**config.mk**
```make
export PLATFORM = sky130hd
export DESIGN_NAME = hex_display_driver
export DESIGN_NICKNAME = d
export VERILOG_FILES = /design/src/rtl/hex_display_driver.sv
export SDC_FILE = /design/constraint.sdc
export NUM_CORES = 1
export LEC_CHECK = 0
export ABC_CLOCK_PERIOD_IN_PS = 1750
export BUFFER_PORTS_ARGS = -buffer_cell sky130_fd_sc_hd__buf_2
export CAP_MARGIN = 25
export CORE_MARGIN = 2
export CORE_UTILIZATION = 57
export DETAILED_ROUTE_END_ITERATION = 6
export PLACE_DENSITY = 0.8
export SLEW_MARGIN = 10
export SYNTH_ARGS = -nofsm -noshare
export SYNTH_HDL_FRONTEND = slang
export SYNTH_SLANG_ARGS = --single-unit
```
**constraint.sdc**
```tcl
create_clock -name clock_i -period 1.75 [get_ports clock_i]
set_input_delay 0.35 -clock clock_i [delete_from_list [all_inputs] [get_ports clock_i]]
set_output_delay 0.35 -clock clock_i [all_outputs]
set_load 0.05 [all_outputs]
```
**src/rtl/hex_display_driver.sv**
```systemverilog
// hex_display_driver: registered active-low seven-segment driver for NUM_DIGITS hex digits
// with leading-zero blanking and per-digit blink.
module hex_display_driver #(
    parameter int NUM_DIGITS = 4,
    parameter int BLINK_DIV  = 25_000_000,
    parameter int BLANK_LZ   = 1
) (
    input  logic                    clock_i,
    input  logic                    resetn_i,
    input  logic                    load_i,
    input  logic [4*NUM_DIGITS-1:0] value_i,
    input  logic                    blink_en_i,
    input  logic [NUM_DIGITS-1:0]   blink_mask_i,
    output logic [7*NUM_DIGITS-1:0] hex_out_o,
    output logic                    blink_phase_o
);
    localparam int CW = $clog2(BLINK_DIV);

    logic [4*NUM_DIGITS-1:0] value_q, value_d;
    logic [CW-1:0]           cnt_q, cnt_d;
    logic                    phase_q, phase_d;
    logic [7*NUM_DIGITS-1:0] hex_q, hex_d;
    logic                    wrap;

    function automatic logic [6:0] seg(input logic [3:0] n);
        case (n)
            4'h0: seg = 7'h40;
            4'h1: seg = 7'h79;
            4'h2: seg = 7'h24;
            4'h3: seg = 7'h30;
            4'h4: seg = 7'h19;
            4'h5: seg = 7'h12;
            4'h6: seg = 7'h02;
            4'h7: seg = 7'h78;
            4'h8: seg = 7'h00;
            4'h9: seg = 7'h18;
            4'hA: seg = 7'h08;
            4'hB: seg = 7'h03;
            4'hC: seg = 7'h46;
            4'hD: seg = 7'h21;
            4'hE: seg = 7'h06;
            default: seg = 7'h0E;
        endcase
    endfunction

    assign wrap = cnt_q == CW'(BLINK_DIV - 1);

    always_comb begin
        value_d = load_i ? value_i : value_q;
        cnt_d   = (!blink_en_i || wrap) ? '0 : cnt_q + 1'b1;
        phase_d = !blink_en_i ? 1'b1 : (wrap ? ~phase_q : phase_q);
    end

    // Decode works from registered state, giving the two-clock load-to-display latency.
    for (genvar i = 0; i < NUM_DIGITS; i++) begin : g_dig
        logic lz_blank;
        assign lz_blank = (BLANK_LZ != 0) && (i > 0) && (value_q[4*NUM_DIGITS-1:4*i] == '0);
        assign hex_d[7*i+:7] = (lz_blank || (!phase_q && blink_mask_i[i])) ? 7'h7F
                                                                          : seg(value_q[4*i+:4]);
    end

    always_ff @(posedge clock_i or negedge resetn_i) begin
        if (!resetn_i) begin
            value_q <= '0;
            cnt_q   <= '0;
            phase_q <= 1'b1;
            hex_q   <= '1;
        end else begin
            value_q <= value_d;
            cnt_q   <= cnt_d;
            phase_q <= phase_d;
            hex_q   <= hex_d;
        end
    end

    assign hex_out_o     = hex_q;
    assign blink_phase_o = phase_q;
endmodule

```
# Yosys cells after proc, flatten, opt, wreduce, memory -nomap -nowiden
# Memory sizes are Yosys's and may differ from the RTL's.
# Index checks and enable logic that the tools add are counted.
[word_totals]
register_bits = 70
romBits = 448
output_inout_bits = 29
wordCells = 32
mem_count = 4
[op_classes]
n_addsub = 1
n_eq_ne = 2
n_mux = 7
bitwise = 1
n_reduce_logical = 13
[mem_list]
columns = ["name", "depth", "width", "rd", "rd_clocked_by_memory_dff", "write_ports", "line_no", "text"]
rows = [
  ["(name not given)", 16, 7, 1, 0, 0, "26", "case (n)"],
  ["(name not given)", 16, 7, 1, 0, 0, "26", ""],
  ["(name not given)", 16, 7, 1, 0, 0, "26", ""],
  ["(name not given)", 16, 7, 1, 0, 0, "26", ""],
]
[op_table]
columns = ["operator", "n"]
rows = [
  ["$mux 7", 4],
  ["$add 25x1->25 const B", 1],
  ["$eq 25x25->1 const B", 1],
  ["$mux 25", 1],
  ["$logic_not 12->1", 1],
  ["$logic_not 8->1", 1],
  ["$logic_and 1x1->1", 4],
  ["$logic_not 4->1", 1],
  ["$logic_or 1x1->1", 4],
  ["$logic_not 1->1", 2],
  ["$mux 1", 2],
  ["$ne 2x1->1 const B", 1],
  ["$not 1->1", 1],
]

# Depth between registers and ports, before layout
[logic_depth]
ltp_word = 4
ltp_mapped = 6
ltp_nobuf = 6

# Least setup slack after synthesis
# OpenSTA, ideal clock, no wires.
[synth_path]
kind = "reg-to-reg"
from = "register cnt_q[0]"
to = "register cnt_q[10]"
setup_ns = 0.121
arrival_time_ns = 1.490
required_time_ns = 1.629
setup_slack_ns = 0.138
path_stages_with_launch = 7
n_path_buf = 2
synth_period_minus_slack_ns = 1.612
cell_sequence = "dfrtp_1 -> ha_1 -> clkbuf_1 -> nand4_1 -> o21ai_1 -> buf_2 -> nor2_1"
[synth_via]
elab_chain_cells = 3
[synth_lines]
columns = ["element", "line_no", "text"]
rows = [
  ["start: declaration", "20", "logic [CW-1:0] cnt_q, cnt_d;"],
  ["start signal: assignment", "70", "cnt_q <= cnt_d;"],
  ["parallel branches: the longest is 2 deep, another holds $add 25x1->25", "-", ""],
  ["$mux 25 *", "50", "cnt_d = (!blink_en_i || wrap) ? '0 : cnt_q + 1'b1;"],
  ["named net cnt_d[10]", "20", ""],
]
# Mark *: on every way through the listed nets, which the timed path passes.
# A chain may end at the register's enable or synchronous reset.

# Worst setup path in the final report
[layout_path]
from = "register cnt_q[3]"
to = "register cnt_q[20]"
# Same word-level chain as after synthesis.

==> results.ini <==
[place]
place_hpwl_um = 5510
dp_cells = 493
port_buffers = 52
preCtsSetupSlack_ns = 0.0789
gp_congestion = 0.877
post_dp_cell_area_mm2 = 0.00408

[die]
dieArea_mm2 = 0.00708
rows = 29
die_h_um = 84.2
fp.dieW_um = 84.2
initial_core_util_pct = 58.3
coreArea_mm2 = 0.00628
ios = 53

[route]
drc = 0
vias = 2957
wire_per_inst_um = 15.2
drt_iter0_drc = 172
routed-wl-met3_um = 316
top_layer_used = met4
ant_nets = 0
met1_length_um = 3550
wirelength_um = 7780
routed_via_density = 5.79
dr.pass1.iters = 4
met2_length_um = 3760

[logic_synthesis]
synth_seq_cells = 70
synth.distinct_cells = 54
synthesis.area_mm2 = 0.00366
synthTopCellsByCount = nand2_1 (42), dfrtp_1 (41), dfstp_2 (29), o21ai_0 (25), nor2_1 (22)
synth_top_area_cell = dfrtp_1
synthTopCellsByArea = dfrtp_1 (28%), dfstp_2 (21%), ha_1 (6.5%)
synth.most_common_cell = nand2_1
avgSynthCellArea_um2 = 10.1
yosysTopAreaCellShare_pct = 28.0
ys_seq_area_share_pct = 48.8
async_flop_share_pct = 100
synth_edf_count = 0
synthesis.nets = 407
synth_cells = 364
ys.flop_type = dfrtp_1
ys_warn_count = 0

[pwr]
total_power_mw = 4.23
leakage_nw = 1.93
power_density_mw_per_mm2 = 984
ir_worst_vdd_mv = 0.809

[sta]
fmax_mhz = 598
setup_viol = 0
slew_headroom_pct = 67.3
period_share_pct = 95.5
finalWorstSetupSlack_ns = 0.0780
finalHoldViolations = 0
period_needed_ns = 1.67
worst_slew_pin_slew_ns = 0.490
slew_violations = 0
worst_clock_skew_ns = 0.00799

[clocking]
cts-htree-levels = 3
cts-buffers-inserted = 9
clkSinkCount = 70
cts_tree = done
clk_pin_slew_ns = 0.07
clk_latency_ns = 0.35
root_buffer = clkbuf_8
cts.path.max_buffers = 2

[global_route]
grt_max_degree = 29
grt_pass1_vias = 2750
grt_pass1_wl_um = 13200
track_usage_pct = 23.4
overflow = 0
antenna_found_initial = 0

[layout]
diodes = 0
register_area_mm2 = 0.00179
fin_area_mm2 = 0.00430
area_growth_pct = 17.5
nFillCells = 475
nets = 472
multi_input_area_mm2 = 0.00173
drive_above_1_share_pct = 30.4
stdcell_count = 511
fin_util_pct = 68.5

[critical_path]
crit_fanout = 6
required_ns = 2.02
crit_type = register to register
endpoint_kind = register
worstSetupStartpointType = register
critPathArrivalTime_ns = 1.94
reg2reg_slack_ns = 0.08

[run_status]
outcome = finished clean

[flow_run]
max_cap_violations = 0

[min_path]
hp-class = input port to register

## report_power, final
part	switching [mW]	total, mW	internal (mW)
logic	0.727	1.02	0.290
registers	0.0838	1.92	1.84
clock network	0.601	1.29	0.693
total	1.41	4.23	2.82
## cell type report
cell class / instances / area share, %
Tap cell: 77 / 2.24
Timing Repair Buffer: 71 / 10.0
Sequential cell: 70 / 41.6
Multi-Input combinational cell: 259 / 40.1
Clock inverter: 4 / 1.11
Inverter: 18 / 1.57
Clock buffer: 12 / 3.37
## cell usage in the layout, fill, tap and decap left out, types with 3 or more instances in the layout
| cell type | n |
|---|---|
| nand2_1 | 41 |
| or4_1 | 5 |
| o31ai_1 | 7 |
| mux2_2 | 5 |
| o21ai_0 | 25 |
| mux2i_1 | 8 |
| nand3_1 | 17 |
| o221ai_1 | 4 |
| o311ai_0 | 5 |
| inv_1 | 18 |
| dfrtp_1 | 41 |
| or3_1 | 4 |
| clkbuf_8 | 10 |
| o211ai_1 | 20 |
| nand2b_1 | 4 |
| and3_1 | 3 |
| xor2_1 | 10 |
| buf_2 | 52 |
| nor2_1 | 22 |
| buf_4 | 16 |
| a21oi_1 | 19 |
| nand4_1 | 7 |
| ha_1 | 18 |
| dfstp_2 | 29 |
## registers in the layout (all words and copies together) (netlist names)
name	flops
hex_out_o	28
cnt_q	25
value_q	16
blink_phase_o	1
## worst paths after layout
path	start	cells after the start	to
min	blink_en_i	2	blink_phase_o$_DFFE_PN1P_
min reg2reg	cnt_q[0]$_DFF_PN0_	1	cnt_q[0]$_DFF_PN0_
min in group asynchronous	resetn_i	2	cnt_q[21]$_DFF_PN0_
max reg2reg	cnt_q[3]$_DFF_PN0_	5	cnt_q[20]$_DFF_PN0_
max	cnt_q[3]$_DFF_PN0_	5	cnt_q[20]$_DFF_PN0_
max in group asynchronous	resetn_i	3	hex_out_o[23]$_DFF_PN1_
## critical path, stage by stage (launching register included)
cell	delay, ns
dfrtp_1	0.40
and4_4	0.26
buf_4	0.13
nand2_2	0.09
or4b_1	0.53
a21oi_1	0.18
## per-stage QoR
step                      hold WS [ns]  setup TNS, ns
after global routing             0.187        -0.0593
after CTS                        0.162              0
after global placement           0.337              0
after detailed placement         0.340              0
final                            0.180              0
after floorplan                 0.0544              0
## logic make-up after synthesis
logic type | Yosys count | synth area share [%]
compound gates | 92 | 16.2
xor+xnor | 11 | 2.63
fa+ha+maj | 19 | 6.49
buf+inv | 35 | 4.24
flops | 70 | 48.8
mux | 13 | 3.72
simple gates | 124 | 17.9
## layer usage
layer / global-route usage (%) / up-vias
met5: 0 / -
met4: 8.36 / 0
met3: 5.70 / 13
met2: 36.9 / 68
met1: 31.7 / 1437
li1: - / 1439
## what timing repair did
action,4_1_cts,5_1_grt
hold endpoints to repair,11,0
gates resized for setup,0,3
endpoints found under the setup margin,0,7
buffers inserted,0,1
hold buffers,1,0
No activity file was read; power rests on OpenSTA's default activity.
